==> config.mk <==
export PLATFORM = sky130hd
export DESIGN_NAME = ir_loader_flat
export DESIGN_NICKNAME = d
export VERILOG_FILES = /design/src/rtl/ir_loader_pkg.sv /design/src/rtl/ir_loader_if.sv /design/src/rtl/ir_loader_uart_rx.sv /design/src/rtl/ir_loader.sv /design/src/flat_wrapper.sv
export SDC_FILE = /design/constraint.sdc
export NUM_CORES = 1
export LEC_CHECK = 0
export ABC_AREA = 1
export ABC_CLOCK_PERIOD_IN_PS = 2300
export CAP_MARGIN = 20
export CORE_AREA = 4 4 122 124
export CTS_CLUSTER_DIAMETER = 60
export DETAILED_ROUTE_END_ITERATION = 8
export DIE_AREA = 0 0 126 128
export GPL_TIMING_DRIVEN = 0
export PLACE_DENSITY = 0.68
export SLEW_MARGIN = 30
export SYNTH_ARGS = -nofsm -noshare
export SYNTH_HDL_FRONTEND = slang
export SYNTH_SLANG_ARGS = --single-unit
export TNS_END_PERCENT = 50
==> constraint.sdc <==
create_clock -name clock -period 2.3 [get_ports clock]
set_input_delay 0.69 -clock clock [delete_from_list [all_inputs] [get_ports clock]]
set_output_delay 0.69 -clock clock [all_outputs]
set_load 0.05 [all_outputs]
==> src/rtl/ir_loader_pkg.sv <==
// Shared types and sizing helpers for the serial IR RAM loader.
package ir_loader_pkg;

  localparam logic [7:0] SYNC_BYTE = 8'hA5;

  // Frame-level states: sync, length, payload words, checksum, abort.
  typedef enum logic [2:0] {
    F_IDLE,
    F_LEN_H,
    F_LEN_L,
    F_DATA_H,
    F_DATA_L,
    F_CSUM,
    F_ERR
  } frame_state_e;

  // Bit-level receiver states.
  typedef enum logic [2:0] {
    RX_IDLE,
    RX_START,
    RX_DATA,
    RX_STOP,
    RX_WAIT_HIGH
  } rx_state_e;

  // Clock cycles per serial bit, integer-truncated.
  function automatic int calc_div(input int clk_hz, input int baud);
    return clk_hz / baud;
  endfunction

  // Width of a counter that must reach max_val.
  function automatic int cnt_w(input int max_val);
    return (max_val < 2) ? 1 : $clog2(max_val + 1);
  endfunction

endpackage

==> src/rtl/ir_loader_if.sv <==
// IR RAM write port plus loader status, shared by loader, RAM and processor.
interface ir_loader_if #(
  parameter int ADDR_W = 12,
  parameter int DATA_W = 16
);
  logic [DATA_W-1:0] ir_m_data;
  logic [ADDR_W-1:0] ir_m_addr;
  logic              ir_m_wren;
  logic              loading;
  logic              done;
  logic              error;
  logic [ADDR_W:0]   word_count;

  modport master (
    output ir_m_data, ir_m_addr, ir_m_wren, loading, done, error, word_count
  );

  modport slave (
    input ir_m_data, ir_m_addr, ir_m_wren, loading, done, error, word_count
  );
endinterface

==> src/rtl/ir_loader_uart_rx.sv <==
// 8N1 receiver: 2-flop synchronizer, mid-bit sampling, glitch rejection,
// framing-error report with re-arm only after the line returns high.
module uart_rx
  import ir_loader_pkg::*;
#(
  parameter int DIV = 520
)(
  input  logic       clock,
  input  logic       n_reset,
  input  logic       rxd,
  output logic       byte_valid,
  output logic [7:0] rx_byte,
  output logic       frame_err
);

  localparam int HALF = (DIV >= 2) ? DIV / 2 : 1;
  localparam int CW   = cnt_w(DIV);

  logic [1:0]    sync_q;
  logic          rx_s;
  logic          rx_prev;
  rx_state_e     state, nxt;
  logic [CW-1:0] cnt;
  logic [2:0]    bit_idx;
  logic [7:0]    shreg;
  logic          tick_half, tick_full;

  assign rx_s      = sync_q[1];
  assign tick_half = (cnt == CW'(HALF - 1));
  assign tick_full = (cnt == CW'(DIV - 1));
  assign rx_byte   = shreg;

  // Synchronize rxd; reset to idle-high so reset release is not a start edge.
  always_ff @(posedge clock or negedge n_reset) begin
    if (!n_reset) begin
      sync_q  <= 2'b11;
      rx_prev <= 1'b1;
    end else begin
      sync_q  <= {sync_q[0], rxd};
      rx_prev <= rx_s;
    end
  end

  // Bit FSM state register.
  always_ff @(posedge clock or negedge n_reset) begin
    if (!n_reset) state <= RX_IDLE;
    else          state <= nxt;
  end

  // Bit FSM next state.
  always_comb begin
    nxt = state;
    case (state)
      RX_IDLE:      if (rx_prev && !rx_s) nxt = RX_START;
      RX_START:     if (tick_half) nxt = rx_s ? RX_IDLE : RX_DATA;
      RX_DATA:      if (tick_full && bit_idx == 3'd7) nxt = RX_STOP;
      RX_STOP:      if (tick_full) nxt = rx_s ? RX_IDLE : RX_WAIT_HIGH;
      RX_WAIT_HIGH: if (rx_s) nxt = RX_IDLE;
      default:      nxt = RX_IDLE;
    endcase
  end

  // Baud counter, LSB-first shift register and one-cycle result pulses.
  always_ff @(posedge clock or negedge n_reset) begin
    if (!n_reset) begin
      cnt        <= '0;
      bit_idx    <= '0;
      shreg      <= '0;
      byte_valid <= 1'b0;
      frame_err  <= 1'b0;
    end else begin
      byte_valid <= 1'b0;
      frame_err  <= 1'b0;
      case (state)
        RX_START: cnt <= tick_half ? '0 : cnt + 1'b1;
        RX_DATA: begin
          if (tick_full) begin
            cnt     <= '0;
            shreg   <= {rx_s, shreg[7:1]};
            bit_idx <= bit_idx + 1'b1;
          end else begin
            cnt <= cnt + 1'b1;
          end
        end
        RX_STOP: begin
          if (tick_full) begin
            cnt <= '0;
            if (rx_s) byte_valid <= 1'b1;
            else      frame_err  <= 1'b1;
          end else begin
            cnt <= cnt + 1'b1;
          end
        end
        default: begin
          cnt     <= '0;
          bit_idx <= '0;
        end
      endcase
    end
  end

endmodule

==> src/rtl/ir_loader.sv <==
// Serial program loader: parses A5/LEN/words/CSUM frames from uart_rx and
// writes words sequentially into IR RAM from address 0.
module ir_loader
  import ir_loader_pkg::*;
#(
  parameter int CLK_HZ       = 60_000_000,
  parameter int BAUD         = 115_200,
  parameter int ADDR_W       = 12,
  parameter int DATA_W       = 16,
  parameter int TIMEOUT_BITS = 20
)(
  input  logic       clock,
  input  logic       n_reset,
  input  logic       rxd,
  ir_loader_if.master ir
);

  localparam int          DIV       = calc_div(CLK_HZ, BAUD);
  localparam int          TMO_CYC   = TIMEOUT_BITS * DIV;
  localparam int          TW        = cnt_w(TMO_CYC);
  localparam logic [31:0] MAX_WORDS = 32'd1 << ADDR_W;

  logic        byte_valid, frame_err;
  logic [7:0]  rx_byte;

  frame_state_e      state, nxt;
  logic [7:0]        len_h_q, hi_q, xor_q;
  logic [15:0]       len_q, len_full;
  logic [ADDR_W-1:0] addr_q, waddr_q;
  logic [ADDR_W:0]   wc_q;
  logic [DATA_W-1:0] data_q;
  logic              wren_q, loading_q, done_q, error_q;
  logic [TW-1:0]     tmo_q;
  logic              timeout, in_frame, abort, last_word, is_sync;

  uart_rx #(.DIV(DIV)) u_rx (
    .clock      (clock),
    .n_reset    (n_reset),
    .rxd        (rxd),
    .byte_valid (byte_valid),
    .rx_byte    (rx_byte),
    .frame_err  (frame_err)
  );

  assign len_full  = {len_h_q, rx_byte};
  assign last_word = ((32'(wc_q) + 32'd1) == 32'(len_q));
  assign timeout   = (tmo_q == TW'(TMO_CYC - 1));
  assign in_frame  = state inside {F_LEN_H, F_LEN_L, F_DATA_H, F_DATA_L, F_CSUM};
  // A byte arriving on the timeout cycle still counts; framing errors never coincide with bytes.
  assign abort     = in_frame && (frame_err || (timeout && !byte_valid));
  assign is_sync   = byte_valid && (rx_byte == SYNC_BYTE);

  // Frame FSM state register.
  always_ff @(posedge clock or negedge n_reset) begin
    if (!n_reset) state <= F_IDLE;
    else          state <= nxt;
  end

  // Frame FSM next state; aborts override everything inside a frame.
  always_comb begin
    nxt = state;
    case (state)
      F_IDLE:   if (is_sync) nxt = F_LEN_H;
      F_LEN_H:  if (byte_valid) nxt = F_LEN_L;
      F_LEN_L: begin
        if (byte_valid) begin
          if ({16'd0, len_full} > MAX_WORDS) nxt = F_ERR;
          else if (len_full == 16'd0)        nxt = F_CSUM;
          else                               nxt = F_DATA_H;
        end
      end
      F_DATA_H: if (byte_valid) nxt = F_DATA_L;
      F_DATA_L: if (byte_valid) nxt = last_word ? F_CSUM : F_DATA_H;
      F_CSUM:   if (byte_valid) nxt = F_IDLE;
      F_ERR:    nxt = F_IDLE;
      default:  nxt = F_IDLE;
    endcase
    if (abort) nxt = F_ERR;
  end

  // Inter-byte idle counter; only meaningful while inside a frame.
  always_ff @(posedge clock or negedge n_reset) begin
    if (!n_reset)                       tmo_q <= '0;
    else if (state == F_IDLE || byte_valid) tmo_q <= '0;
    else if (!timeout)                  tmo_q <= tmo_q + 1'b1;
  end

  // Datapath: length, checksum, address/count, registered RAM write port, status.
  always_ff @(posedge clock or negedge n_reset) begin
    if (!n_reset) begin
      len_h_q   <= '0;
      len_q     <= '0;
      hi_q      <= '0;
      xor_q     <= '0;
      addr_q    <= '0;
      waddr_q   <= '0;
      wc_q      <= '0;
      data_q    <= '0;
      wren_q    <= 1'b0;
      loading_q <= 1'b0;
      done_q    <= 1'b0;
      error_q   <= 1'b0;
    end else begin
      wren_q <= 1'b0;
      case (state)
        F_IDLE: begin
          if (is_sync) begin
            done_q    <= 1'b0;
            error_q   <= 1'b0;
            wc_q      <= '0;
            loading_q <= 1'b1;
            addr_q    <= '0;
            xor_q     <= '0;
          end
        end
        F_LEN_H: if (byte_valid) len_h_q <= rx_byte;
        F_LEN_L: if (byte_valid) len_q   <= len_full;
        F_DATA_H: begin
          if (byte_valid) begin
            hi_q  <= rx_byte;
            xor_q <= xor_q ^ rx_byte;
          end
        end
        F_DATA_L: begin
          if (byte_valid) begin
            wren_q  <= 1'b1;
            waddr_q <= addr_q;
            data_q  <= DATA_W'({hi_q, rx_byte});
            addr_q  <= addr_q + 1'b1;
            wc_q    <= wc_q + 1'b1;
            xor_q   <= xor_q ^ rx_byte;
          end
        end
        F_CSUM: begin
          if (byte_valid) begin
            done_q    <= (rx_byte == xor_q);
            error_q   <= (rx_byte != xor_q);
            loading_q <= 1'b0;
          end
        end
        F_ERR: begin
          error_q   <= 1'b1;
          loading_q <= 1'b0;
        end
        default: ;
      endcase
    end
  end

  assign ir.ir_m_data  = data_q;
  assign ir.ir_m_addr  = waddr_q;
  assign ir.ir_m_wren  = wren_q;
  assign ir.loading    = loading_q;
  assign ir.done       = done_q;
  assign ir.error      = error_q;
  assign ir.word_count = wc_q;

endmodule

==> src/flat_wrapper.sv <==
// flat-port wrapper written by rule: the top's interface ports become plain ports
module ir_loader_flat import ir_loader_pkg::*;
#(
  parameter int CLK_HZ       = 60_000_000,
  parameter int BAUD         = 115_200,
  parameter int ADDR_W       = 12,
  parameter int DATA_W       = 16,
  parameter int TIMEOUT_BITS = 20
)
  (clock, n_reset, rxd, ir_ir_m_data, ir_ir_m_addr, ir_ir_m_wren, ir_loading, ir_done, ir_error, ir_word_count);
  ir_loader_if #(.ADDR_W(ADDR_W), .DATA_W(DATA_W)) ir_i ();
  input  logic clock;
  input  logic n_reset;
  input  logic rxd;
  output wire logic [$bits(ir_i.ir_m_data)-1:0] ir_ir_m_data;
  output wire logic [$bits(ir_i.ir_m_addr)-1:0] ir_ir_m_addr;
  output wire logic [$bits(ir_i.ir_m_wren)-1:0] ir_ir_m_wren;
  output wire logic [$bits(ir_i.loading)-1:0] ir_loading;
  output wire logic [$bits(ir_i.done)-1:0] ir_done;
  output wire logic [$bits(ir_i.error)-1:0] ir_error;
  output wire logic [$bits(ir_i.word_count)-1:0] ir_word_count;
  assign ir_ir_m_data = ir_i.ir_m_data;
  assign ir_ir_m_addr = ir_i.ir_m_addr;
  assign ir_ir_m_wren = ir_i.ir_m_wren;
  assign ir_loading = ir_i.loading;
  assign ir_done = ir_i.done;
  assign ir_error = ir_i.error;
  assign ir_word_count = ir_i.word_count;
  ir_loader #(.CLK_HZ(CLK_HZ), .BAUD(BAUD), .ADDR_W(ADDR_W), .DATA_W(DATA_W), .TIMEOUT_BITS(TIMEOUT_BITS)) u_core (.clock(clock), .n_reset(n_reset), .rxd(rxd), .ir(ir_i));
endmodule
Word level (Yosys, flattened, before mapping)
Index checks and enable logic that the tools add are counted.
- bits in registers: 143
- bits of input ports: 3
- output and inout bits: 45
- logic and storage cells: 149
- add/subtract/negate cells: 6
- magnitude comparators: 1
- eq/ne operators: 35
- muxes and demuxes: 51
- bitwise gates (word level): 2
- reductions and logical operators: 32
- operators with widths (kind ; count):
    3-bit two-way mux ; 17
    32-bit by 16-bit equality test with 1-bit output ; 1
    14-bit two-way mux ; 2
    13-bit two-way mux ; 2
    13-bit one-hot mux with 2 select lines ; 1
    12-bit two-way mux ; 2
    12-bit one-hot mux with 2 select lines ; 1
    10-bit two-way mux ; 2
    10-bit one-hot mux with 2 select lines ; 1
    2-bit inequality test, second input constant ; 9
    3-bit one-hot mux with 6 select lines ; 1
    16-bit by 13-bit > comparator with 1-bit output, second input constant ; 1
    16-bit logical NOT ; 1
    8-bit two-way mux ; 2
    8-bit one-hot mux with 2 select lines ; 1
    3-bit equality test, second input constant ; 5
    3-bit by 2-bit inequality test with 1-bit output, second input constant ; 5
    3-bit one-hot mux with 5 select lines ; 1
    13-bit by 1-bit adder with 14-bit output, second input constant ; 1
    14-bit by 1-bit adder with 14-bit output, second input constant ; 1
    14-bit equality test, second input constant ; 1
    13-bit by 1-bit adder with 13-bit output, second input constant ; 1
    1-bit two-way mux ; 13
    12-bit by 1-bit adder with 12-bit output, second input constant ; 1
    29 further kinds ; 54

Logic depth before layout (Yosys ltp)
- depth in word-level cells: 6
- gate-level depth with buffers: 16
- mapped depth without buffers: 16

Hierarchy
A second synthesis with hierarchy kept.
- cell total of the unflattened synthesis: 861
- area total of the unflattened synthesis: 7046.8 µm²
- by module, submodules not included (module ; times used ; cells an instance ; area each (µm²) ; seq. area each (µm²)):
    ir_loader ; 1 ; 693 ; 5610.4 ; 2852.7
    uart_rx ; 1 ; 168 ; 1436.4 ; 729.4

Worst setup path after synthesis
OpenSTA, ideal clock, no wires.
- path kind: reg-to-reg
- start point: register u_core.wc_q[1], in the netlist u_core.ir.word_count[1]
- end point: register u_core.state[1]
- library setup time: 0.116 ns
- arrival time: 1.961 ns
- required time: 2.184 ns
- path slack: 0.223 ns
- stages on the path, launching flop included: 17
- path buffers: 0
- clock period less this slack: 2.077 ns
- path through: dfrtp_1 ha_1 nand2_1 nor2_1 nand2_1 nand2_1 nand2_1 nand2_1 nand2_1 nor2_1 nand2_1 nor2_1 nand2_1 nand2_1 nand2_1 nand2_1 nand2_1
- word-level cells in the longest chain between the ends: 6
- RTL lines (what ; RTL line ; source):
    start: declaration ; ir_loader.sv:30 ; logic [ADDR_W:0] wc_q;
    start signal: assignment ; ir_loader.sv:130 ; wc_q <= wc_q + 1'b1;
    13-bit by 1-bit adder with 14-bit output ; ir_loader.sv:46 ; assign last_word = ((32'(wc_q) + 32'd1) == 32'(len_q));
    32-bit by 16-bit equality test with 1-bit output ; ir_loader.sv:46 ;
    3-bit two-way mux (2 in series) ; ir_loader.sv:73 ; F_DATA_L: if (byte_valid) nxt = last_word ? F_CSUM : F_DATA_H;
    3-bit one-hot mux with 6 select lines ; ir_loader.sv:62 ; case (state)
    3-bit two-way mux ; ir_loader.sv:78 ; if (abort) nxt = F_ERR;
    end signal: assignment ; ir_loader.sv:56 ; else state <= nxt;
    end: declaration ; ir_loader.sv:26 ; frame_state_e state, nxt;
No other way between the ends. The select of a mux whose other input is x is not followed.
A chain may end at the register's enable or synchronous reset.

Worst setup path after layout
- start point: register u_core.waddr_q[7], in the netlist u_core.ir.ir_m_addr[7]
- end point: output port ir_ir_m_addr[7]
- RTL lines (what ; RTL line ; source):
    start: declaration ; ir_loader.sv:29 ; logic [ADDR_W-1:0] addr_q, waddr_q;
    start signal: assignment ; ir_loader.sv:127 ; waddr_q <= addr_q;
    end: declaration ; flat_wrapper.sv:16 ; output wire logic [$bits(ir_i.ir_m_addr)-1:0] ir_ir_m_addr;
No word-level cell between the ends.

==> qor.txt <==
Starting Density: 49.3%
Wire per inst: 14.3 µm
Number of register bits inferred by synthesis: 143
Cell with the most instances after synthesis: nand2_1
Die area: 16100 µm²
Core area: 13800 µm²
Status: finished, final reports clean
First-pass GRT wire length: 26.4 mm
CP Launch Type: flop
CTS Buf Count: 17
Vias/cell: 5.36
Hold WS: 0.229 ns
Final hold viol count: 0
Post-synth ARST share: 100%
Clock Pin Slew Worst Setup and Hold Paths: 0.06 ns
Post-synthesis cell count: 814
Antenna Cells: 0
Max Clk Rate: 440 MHz
Worst skew pair latency: 0.42 ns
CTS Root Cell: clkbuf_16
Ports: 48
# setup viols final: 0
Post-synthesis mux area share: 0.332%
Sequential share of the synthesized area: 52.7%
Syn_area_per_cell: 8.34 µm²
# rows: 43
First-pass iteration count of the detailed router: 5
Largest area contributor in the netlist: dfrtp_1
Top post-synthesis cells by count: 210 x nand2_1, 140 x dfrtp_1, 102 x inv_1, 91 x o21ai_0, 66 x nor2_1
Synth Area in Compound Gates: 11.2%
Detailed Place HPWL: 10.9 mm
CP Buf/Inv Count: 1
Hold buffers post-CTS: 0
CP max-delay cell: clkdlybuf4s50_1
Leak: 4.11 nW
Met2 GRT Util: 31.6%
Ys flop type: dfrtp_1
NumNets Final: 890
Minimum clock period: 2.27 ns
Most Used Layer, Global Route: met2
M3 GR Usage: 4.75%
Number of port buffers: 47
Area grow syn2layout: 19.7%
Place WS: 0.170 ns
Final slew viol count: 0
Final GP Congestion: 0.887
Max-Cap Viols: 0
Sum Neg Setup Slack: 0 ns
Mapped Nets: 823
TritonCTS clock tree: done
Synth top area cells: dfrtp_1 52%, nand2_1 12%, o21ai_0 6.7%, inv_1 5.6%, nor2_1 3.6%
Remaining DRCs: 0
Endpoint class of the critical path: output pin
Largest family of logic cells by synthesized area: simple AND/OR/NAND/NOR gates
Worst min path class: in2async
CTS sink cnt: 143
Vias in the first global route: 5544
DRT antenna net count: 0
Slew margin rel.: 59.8%
Pin count of the biggest net entering global routing: 81
Critical Path RT: 1.61 ns
Worst path cell trace: clkdlybuf4s50_1
Post-synth EDFFs: 0
Critical Path Max Stage Delay: 0.81 ns
Top-area cell type share of the netlist area: 51.6%
Initial antenna violation count: 0
Pwr dens: 700 nW/µm²
Final WS setup: 0.0256 ns
Least-Margin Pin Slew: 0.603 ns
Share of layout cells above drive strength 1: 7.49%
Gr usage total: 20.1%
Congestion Overflow GR: 0
CP max FO: 2
Fin crit share: 98.9%
H-tree level count: 4
Crit path kind: reg2out
Clock tree buffer depth: 2
DR iter-0 viols: 432
Met1 global-route usage: 27.4%
Top delay family on crit path: buffers and inverters
Maximum vdd ir drop: 0.625 mV
XOR/XNOR Fraction of Synth Area: 2.27%
Synth cell types: 49
Post-Syn Area: 6790 µm²
Adder-cell share of the synthesized area: 1.11%
Synth Area in Simple Gates: 24.9%
Layout Skew: 0.00590 ns
Die W: 126 µm
Final WL: 15.4 mm
DIE HEIGHT: 128 µm
Arr. time, crit path: 1.58 ns
Yosys Warn Count: 0
DR vias: 5753
[cell families (layout without fill, tap and decap cells)]
family                   Yosys count  after routing
AO/OA/AOI/OAI                    138            138
buffers and inverters            126            206
AND/OR/NAND/NOR                  383            383
flip-flops                       143            143
multiplexers                       2              2
adder cells (fa/ha/maj)            6              6
XOR/XNOR                          16             16
[worst register-to-register path, stage by stage (launching register included)]
cell,delay [ns]
dfrtp_1,0.44
inv_1,0.27
nand2_1,0.08
nor2_1,0.17
nand4_4,0.22
nand2_4,0.19
nand3_1,0.11
nor2_1,0.19
nand3b_1,0.13
o21ai_0,0.19
a21oi_1,0.06
[where the power goes]
| group | switching (W) | total, W | internal, W | leakage (nW) |
|---|---|---|---|---|
| combinational | 0.000274 | 0.000379 | 0.000106 | 1.83 |
| clock | 0.00102 | 0.00270 | 0.00168 | 0.294 |
| sequential | 0.0000474 | 0.00262 | 0.00257 | 1.98 |
| total | 0.00134 | 0.00570 | 0.00435 | 4.11 |
[cell type report]
cell class,instances,area (µm²)
Inverter,108,408
Buffer,18,93.8
Tap cell,180,225
Sequential cell,143,3580
Timing Repair Buffer,48,520
Fill cell,1201,5640
Clock buffer,22,474
Clock inverter,10,111
Multi-Input combinational cell,545,2720
[registers in the layout, summed over array words and instances, names as in the netlist, 8 cells and up]
signal	count
u_core.addr_q	12
u_core.ir.word_count	13
u_core.len_q	16
u_core.u_rx.cnt	10
u_core.ir.ir_m_data	16
u_core.u_rx.rx_byte	8
u_core.len_h_q	8
u_core.ir.ir_m_addr	12
u_core.hi_q	8
u_core.tmo_q	14
u_core.xor_q	8
[final timing paths]
kind                                               startpoint                                   to  slack (ns)  cells after the start
setup / recovery           u_core.ir.ir_m_addr[7]$_DFFE_PN0P_                      ir_ir_m_addr[7]        0.03                      1
hold / removal                                        n_reset  u_core.ir.word_count[4]$_DFFE_PN0P_        0.23                      1
setup reg to reg           u_core.u_rx.rx_byte[1]$_DFFE_PN0P_         u_core.addr_q[9]$_DFFE_PN0P_        0.15                     10
hold reg to reg               u_core.u_rx.sync_q[0]$_DFF_PN1_      u_core.u_rx.sync_q[1]$_DFF_PN1_        0.36                      0
max in group asynchronous                             n_reset          u_core.tmo_q[0]$_DFFE_PN0P_        1.36                      2
min in group clock            u_core.u_rx.sync_q[0]$_DFF_PN1_      u_core.u_rx.sync_q[1]$_DFF_PN1_        0.36                      0
[timing repair]
item                       4_1_cts  5_1_grt
setup buffers                    0        0
resized for setup               22       21
setup endpoints to repair       22       24
hold endpoints to repair         0        0
[metal layers]
metal  routed length [µm]  vias up  part of all wire, %
met4                  344        0                  2.2
met3                  789       31                  5.1
met5                    0        -                    0
li1                     -     2779                    -
met2                 7320      156                   48
met1                 6940     2787                   45
[through the flow]
step,cells,instance area [µm²],total power [W],utilization (%)
4_1_cts,1074,8080,0.00574,58.6
3_5_place_dp,1042,7520,0.00303,54.6
3_3_place_gp,1041,7490,0.00300,54.4
6_report,1074,8130,0.00570,59.0
5_1_grt,1074,8130,0.00596,59.0
2_1_floorplan,814,6790,0.00290,-
[cell usage in the layout, fill, tap and decap left out, types with 16 or more instances in the layout]
cell type       instances
dlygate4sd2_1          22
clkbuf_16              17
nand3_1                45
nor3_1                 16
a21oi_1                21
inv_1                 102
dfrtp_1               140
nand2_1               209
o21ai_0                91
dlymetal6s2s_1         18
nor2_1                 65
Note: power is estimated with default switching activity, not from simulation.
